`src/rtl/cdc_hs_rx.sv`:
```
// Receive side of a toggle-handshake clock-domain crossing: synchronizes the request toggle,
// captures the held payload, presents it valid/ready and returns an acknowledge toggle.
module cdc_hs_rx #(
    parameter int unsigned DATA_W      = 8,
    parameter int unsigned SYNC_STAGES = 2
) (
    input  logic              clk_b,
    input  logic              rst_b,
    input  logic              req_tgl_a,
    input  logic [DATA_W-1:0] data_a,
    output logic              ack_tgl_b,
    output logic              out_valid,
    output logic [DATA_W-1:0] out_data,
    input  logic              out_ready,
    output logic [15:0]       xfer_cnt,
    output logic              err_b
);

    localparam int unsigned CNT_W = 16;

    if (SYNC_STAGES < 2) begin : g_bad_sync_stages
        $error("cdc_hs_rx: SYNC_STAGES must be at least 2");
    end

    typedef enum logic {
        IDLE = 1'b0,
        HOLD = 1'b1
    } state_e;

    state_e                 state_q;
    logic [SYNC_STAGES-1:0] sync_q;
    logic                   req_seen_q;
    logic                   ack_q;
    logic                   valid_q;
    logic [DATA_W-1:0]      data_q;
    logic [CNT_W-1:0]       cnt_q;
    logic [CNT_W-1:0]       cnt_d;
    logic                   err_q;

    logic req_s;
    logic new_req;
    logic accept;

    assign req_s   = sync_q[SYNC_STAGES-1];
    assign new_req = (req_s != req_seen_q);
    assign accept  = (state_q == HOLD) && out_ready;
    assign cnt_d   = cnt_q + CNT_W'(accept);

    // data_a is only sampled on the capture edge; the handshake keeps it stable there.
    always_ff @(posedge clk_b or posedge rst_b) begin
        if (rst_b) begin
            state_q    <= IDLE;
            sync_q     <= '0;
            req_seen_q <= 1'b0;
            ack_q      <= 1'b0;
            valid_q    <= 1'b0;
            data_q     <= '0;
            cnt_q      <= '0;
            err_q      <= 1'b0;
        end else begin
            sync_q <= {sync_q[SYNC_STAGES-2:0], req_tgl_a};
            cnt_q  <= cnt_d;
            case (state_q)
                IDLE: begin
                    if (new_req) begin
                        data_q     <= data_a;
                        req_seen_q <= req_s;
                        valid_q    <= 1'b1;
                        state_q    <= HOLD;
                    end
                end
                HOLD: begin
                    // An early toggle is flagged but left pending for service after return to IDLE.
                    if (new_req) begin
                        err_q <= 1'b1;
                    end
                    if (out_ready) begin
                        valid_q <= 1'b0;
                        ack_q   <= ~ack_q;
                        state_q <= IDLE;
                    end
                end
                default: state_q <= IDLE;
            endcase
        end
    end

    assign ack_tgl_b = ack_q;
    assign out_valid = valid_q;
    assign out_data  = data_q;
    assign xfer_cnt  = cnt_q;
    assign err_b     = err_q;

endmodule

```
`config.mk`:
```
export PLATFORM = sky130hd
export DESIGN_NAME = cdc_hs_rx
export DESIGN_NICKNAME = d
export VERILOG_FILES = /design/src/rtl/cdc_hs_rx.sv
export SDC_FILE = /design/constraint.sdc
export NUM_CORES = 1
export LEC_CHECK = 0
export CAP_MARGIN = 20
export CORE_MARGIN = 1
export CORE_UTILIZATION = 40
export DETAILED_ROUTE_END_ITERATION = 12
export PLACE_DENSITY = 0.71
export SLEW_MARGIN = 20
export SYNTH_ARGS = -nofsm -noshare
export SYNTH_HDL_FRONTEND = slang
export SYNTH_SLANG_ARGS = --single-unit
```
`constraint.sdc`:
```
create_clock -name clk_b -period 3.51 [get_ports clk_b]
set_input_delay 0.351 -clock clk_b [delete_from_list [all_inputs] [get_ports clk_b]]
set_output_delay 0.351 -clock clk_b [all_outputs]
set_load 0.02 [all_outputs]
```
* Word-level counts from Yosys, hierarchy flattened
Cells that the tools add are included.
** Storage, ports and cells
- Input bits :: 12
- Output and inout port bits :: 27
- Register bits after elaboration :: 31
- Logic and storage cells :: 25
** Cells by class
- Reductions and logical operators :: 5
- Equal/unequal tests :: 3
- Multiplexer cells :: 6
- Add/sub/neg operators :: 1
- Bitwise gates (word level) :: 2
** Operators by type and width (number)
- 16-bit by 1-bit adder with 16-bit output :: 1
- 2-bit AND reduction :: 4
- 1-bit 2-to-1 mux :: 4
- 2-bit inequality test (second input constant) :: 2
- 1-bit case mux with 2 select lines :: 2
- 1-bit NOT :: 2
- 1-bit logical AND :: 1
- 1-bit inequality test :: 1

* Longest topological paths before layout
- Word-level depth :: 3
- Gate-level depth with buffers :: 7
- Gate-level depth less buffers :: 7

* Least setup slack after synthesis
No wires, ideal clock.
- Path kind :: reg2reg
- Start point :: register state_q
- End point :: register cnt_q[14], in the netlist xfer_cnt[14]
- Required time :: 3.430 ns
- Path slack :: 1.887 ns
- Clock period less this slack :: 1.623 ns
- Buffers on the path :: 0
- Arrival time :: 1.543 ns
- Stages on the path, launching flop included :: 8
- Setup time :: 0.080 ns
- Path through :: dfrtp_1 nand2_1 inv_1 ha_1 ha_1 nand3_1 nor4_1 xor2_1
** Between the ends
- Word-level cells in the longest chain between the ends :: 2
** RTL lines
- from (decl) :: line 30 : state_e state_q;
- from (signal assigned) :: line 52 : state_q <= IDLE;
- from (signal assigned) :: line 69 : state_q <= HOLD;
- from (signal assigned) :: line 80 : state_q <= IDLE;
- 1-bit logical AND :: line 46 : assign accept = (state_q == HOLD) && out_ready;
- net accept :: line 42 : logic accept;
- 16-bit by 1-bit adder with 16-bit output :: line 47 : assign cnt_d = cnt_q + CNT_W'(accept);
- net cnt_d[14] :: line 37 : logic [CNT_W-1:0] cnt_d;
- to (signal assigned) :: line 62 : cnt_q <= cnt_d;
- to (decl) :: line 36 : logic [CNT_W-1:0] cnt_q;
The timed path passes the listed nets, and every way through them passes these cells.
A chain may end at the register's enable or synchronous reset.

* Final worst setup path
- Start point :: input port out_ready
- End point :: register cnt_q[14], in the netlist xfer_cnt[14]
** Between the ends
- Word-level cells in the longest chain between the ends :: 2
** RTL lines
- from (decl) :: line 14 : input logic out_ready,
- 1-bit logical AND :: line 46
- net accept :: line 42
- 16-bit by 1-bit adder with 16-bit output :: line 47
- net cnt_d[14] :: line 37
The timed path passes the listed nets, and every way through them passes these cells.

==> impl_metrics.csv <==
group,metric,value,unit
power_and_ir_drop,power_frac_comb,0.373,
detailed_routing,wirelength,2560,µm
setup_path,critPathSlowestCell,"clkdlybuf4s50_1",
final_layout,final_nets,153,
synthesis,synth_nets,108,
floorplanning,dieArea,3310,µm²
power_and_ir_drop,seqPwrFrac,0.410,
final_layout,syn_to_final_growth,40.9,%
place,placed_area,1650,µm²
clock_network,clock_sinks,31,
final_layout,finish.instance_area,1740,µm²
setup_path,reg2reg_slack,1.67,ns
floorplanning,io_pins,39,
detailed_routing,first_pass_iters,8,
sta,clock_skew,0.00984,ns
synthesis,syn_area_per_cell,13.3,µm²
place,io_buffer_count,38,
final_layout,drive_gt1_frac,0.137,
synthesis,synth_cells,93,
status,status,"complete, but fails checks",
detailed_routing,vias,866,
sta,tightest_slew,0.727,ns
clock_network,cts_tree,"done",
sta,finalCriticalPeriod,1.85,ns
synthesis,netlist.area_leader.share,0.628,
sta,setup_violations,0,
sta,final_hold_viol_count,0,
setup_path,crit_type,"input port to register",
sta,fin_crit_sh,0.526,
synthesis,yosys_warnings,0,
floorplanning,core,2830,µm²
sta,slew_viol_final,0,
synthesis,synth-edff-count,0,
final_layout,fill_cells,246,
clock_network,cts-buffers-inserted,5,
floorplanning,floorplan.initialDensity,0.437,
setup_path,critical_path_required,3.78,ns
clock_network,post_cts_buffers,0,
clock_network,cts.reportedPaths.clkPinSlew,0.10,ns
detailed_routing,drtIter0Drc,18,
sta,fmax,0.542,GHz
setup_path,crit_chain,"clkdlybuf4s50_1 -> nand2_1 -> inv_1 -> ha_1 -> ha_1 -> nand3_1 -> nor4_1 -> xor2_1",
synthesis,synth-seq-area-share,0.628,
sta,slew_headroom,0.515,
global_route,grt_pass1_wl,4410,µm
power_and_ir_drop,power_frac_clock,0.217,
place,gp_congestion,0.756,
status,failed_checks,"design-rule violations",
synthesis,synth.largest_area_cell,"dfrtp_1",
power_and_ir_drop,switching_share,0.338,
power_and_ir_drop,pwr_density_cell,787,nW/µm²
min_path,hp-class,"register to register",
setup_path,path_buf_inv,2,
synthesis,yosys.cell_types.count,18,
synthesis,synth_common_cells,"31 x dfrtp_1, 10 x xor2_1, 9 x mux2_2, 6 x xnor2_1",
detailed_routing,ant_nets,0,
setup_path,cpMostUsedCell,"ha_1",
setup_path,max_stage_delay,0.46,ns
global_route,grt_pass1_vias,903,
global_route,grt_max_degree,32,
setup_path,startpoint_type,"input port",
power_and_ir_drop,p_int,0.906,mW
synthesis,ys_dominant_reg_cell,"dfrtp_1",
floorplanning,die_h,57.6,µm
synthesis,yosysMostFrequentCell,"dfrtp_1",
clock_network,h-tree-depth,2,
synthesis,synth-seq-cells,31,
clock_network,clock_path_buffers,2,
power_and_ir_drop,leakage,0.791,nW
clock_network,cts_hold_buf,0,
floorplanning,core.rowCount,19,
synthesis,synthTopCellsByArea,"dfrtp_1 63%, mux2_2 8.2%, xor2_1 7.1%",
clock_network,cts_root_buf,"clkbuf_4",
place,hpwlAfterDp,1800,µm
place,placedCellCount,162,
clock_network,clk_latency,0.34,ns
sta,rsz0062_at_grt,"false",
global_route,grt_util_all_layers,0.185,
run,cap_violations,0,
power_and_ir_drop,p_sw,0.464,mW
detailed_routing,drc_errors,3,
sta,hold_ws,0.359,ns
power_and_ir_drop,ir_worst_vdd,368,µV
sta,setup-tns-final,0,ns
clock_network,ctsResizeCount,0,
setup_path,arrival,2.12,ns
global_route,antenna_found_initial,0,
setup_path,path_max_fanout,6,
place,pre_cts_ws,1.30,ns
synthesis,async_flop_share,1.00,
sta,fin_ws,1.66,ns
detailed_routing,vias_per_cell,5.09,
global_route,grt-ovfl-total,0,
final_layout,stdcell_count,170,
detailed_routing,wl_per_cell,15.0,µm
final_layout,n_antenna_cell,0,
floorplanning,die_x,57.6,µm
synthesis,synthesis.area,1230,µm²
setup_path,cp-end-kind,"register",
setup_path,cp_top_family,"simple AND/OR/NAND/NOR gates",
[routing by layer]
layer	part of all wire	track usage	routed length, µm
met5	0	0	0
met1	0.42	0.238	1070
met2	0.48	0.289	1230
met3	0.085	0.0703	218
met4	0.015	0.0627	39
[layout make-up]
cell class | count | area (µm²) | area share
flip-flops and latches | 31 | 776 | 0.446
multi-input cells | 57 | 437 | 0.251
repair buffers | 39 | 388 | 0.223
clock buffers | 6 | 51.3 | 0.0295
well taps | 31 | 38.8 | 0.0223
clock inverters | 2 | 35.0 | 0.0201
inverters | 4 | 15.0 | 0.00863
[state kept, by name, indices dropped and copies added (netlist names)]
| name | flops |
|---|---|
| ack_tgl_b | 1 |
| err_b | 1 |
| out_data | 8 |
| out_valid | 1 |
| req_seen_q | 1 |
| state_q | 1 |
| sync_q | 2 |
| xfer_cnt | 16 |
[cell usage in the layout (no fill, tap or decap), drive strengths merged]
master,Yosys,layout
bufinv,0,1
buf,1,1
nand4,5,5
xnor2,6,6
ha,3,3
nor4,4,4
a21o,1,1
inv,4,4
nand2,5,5
nand3,3,3
mux2,9,9
nor3,3,3
and3,1,1
clkdlybuf4s50,0,38
nor2b,1,1
clkbuf,0,6
clkinv,0,1
dfrtp,31,31
xor2,10,10
o21a,1,1
nor2,5,5
[cells by family after synthesis]
logic type | count (synthesis) | synth area share
AO/OA/AOI/OAI | 2 | 0.0122
XOR/XNOR | 16 | 0.113
adder cells (fa/ha/maj) | 3 | 0.0304
buffers and inverters | 5 | 0.0182
flip-flops | 31 | 0.628
multiplexers | 9 | 0.0821
AND/OR/NAND/NOR | 27 | 0.115
[power by group through the flow]
stage / sequential [mW] / clock [mW] / combinational, mW
floorplan: 0.670 / 0 / 0.169
global placement: 0.561 / 0 / 0.503
detailed placement: 0.569 / 0 / 0.516
CTS: 0.563 / 0.301 / 0.518
global route: 0.581 / 0.318 / 0.548
finish: 0.561 / 0.298 / 0.511
[worst paths after layout]
path,startpoint,end,depth (start not counted)
worst max register to register,state_q,xfer_cnt[14],7
max in group asynchronous,rst_b,xfer_cnt[1],3
worst min register to register,sync_q[0],sync_q[1],0
worst max-delay path,out_ready,xfer_cnt[14],8
min in group asynchronous,rst_b,out_data[3],3
worst min-delay path,sync_q[0],sync_q[1],0
[metrics by stage]
| step | power [mW] | utilization |
|---|---|---|
| after floorplan | 0.839 | - |
| after global placement | 1.06 | 0.585 |
| after detailed placement | 1.09 | 0.585 |
| after CTS | 1.38 | 0.615 |
| after global routing | 1.45 | 0.615 |
| final | 1.37 | 0.615 |
(Power assumes the default switching activity.)
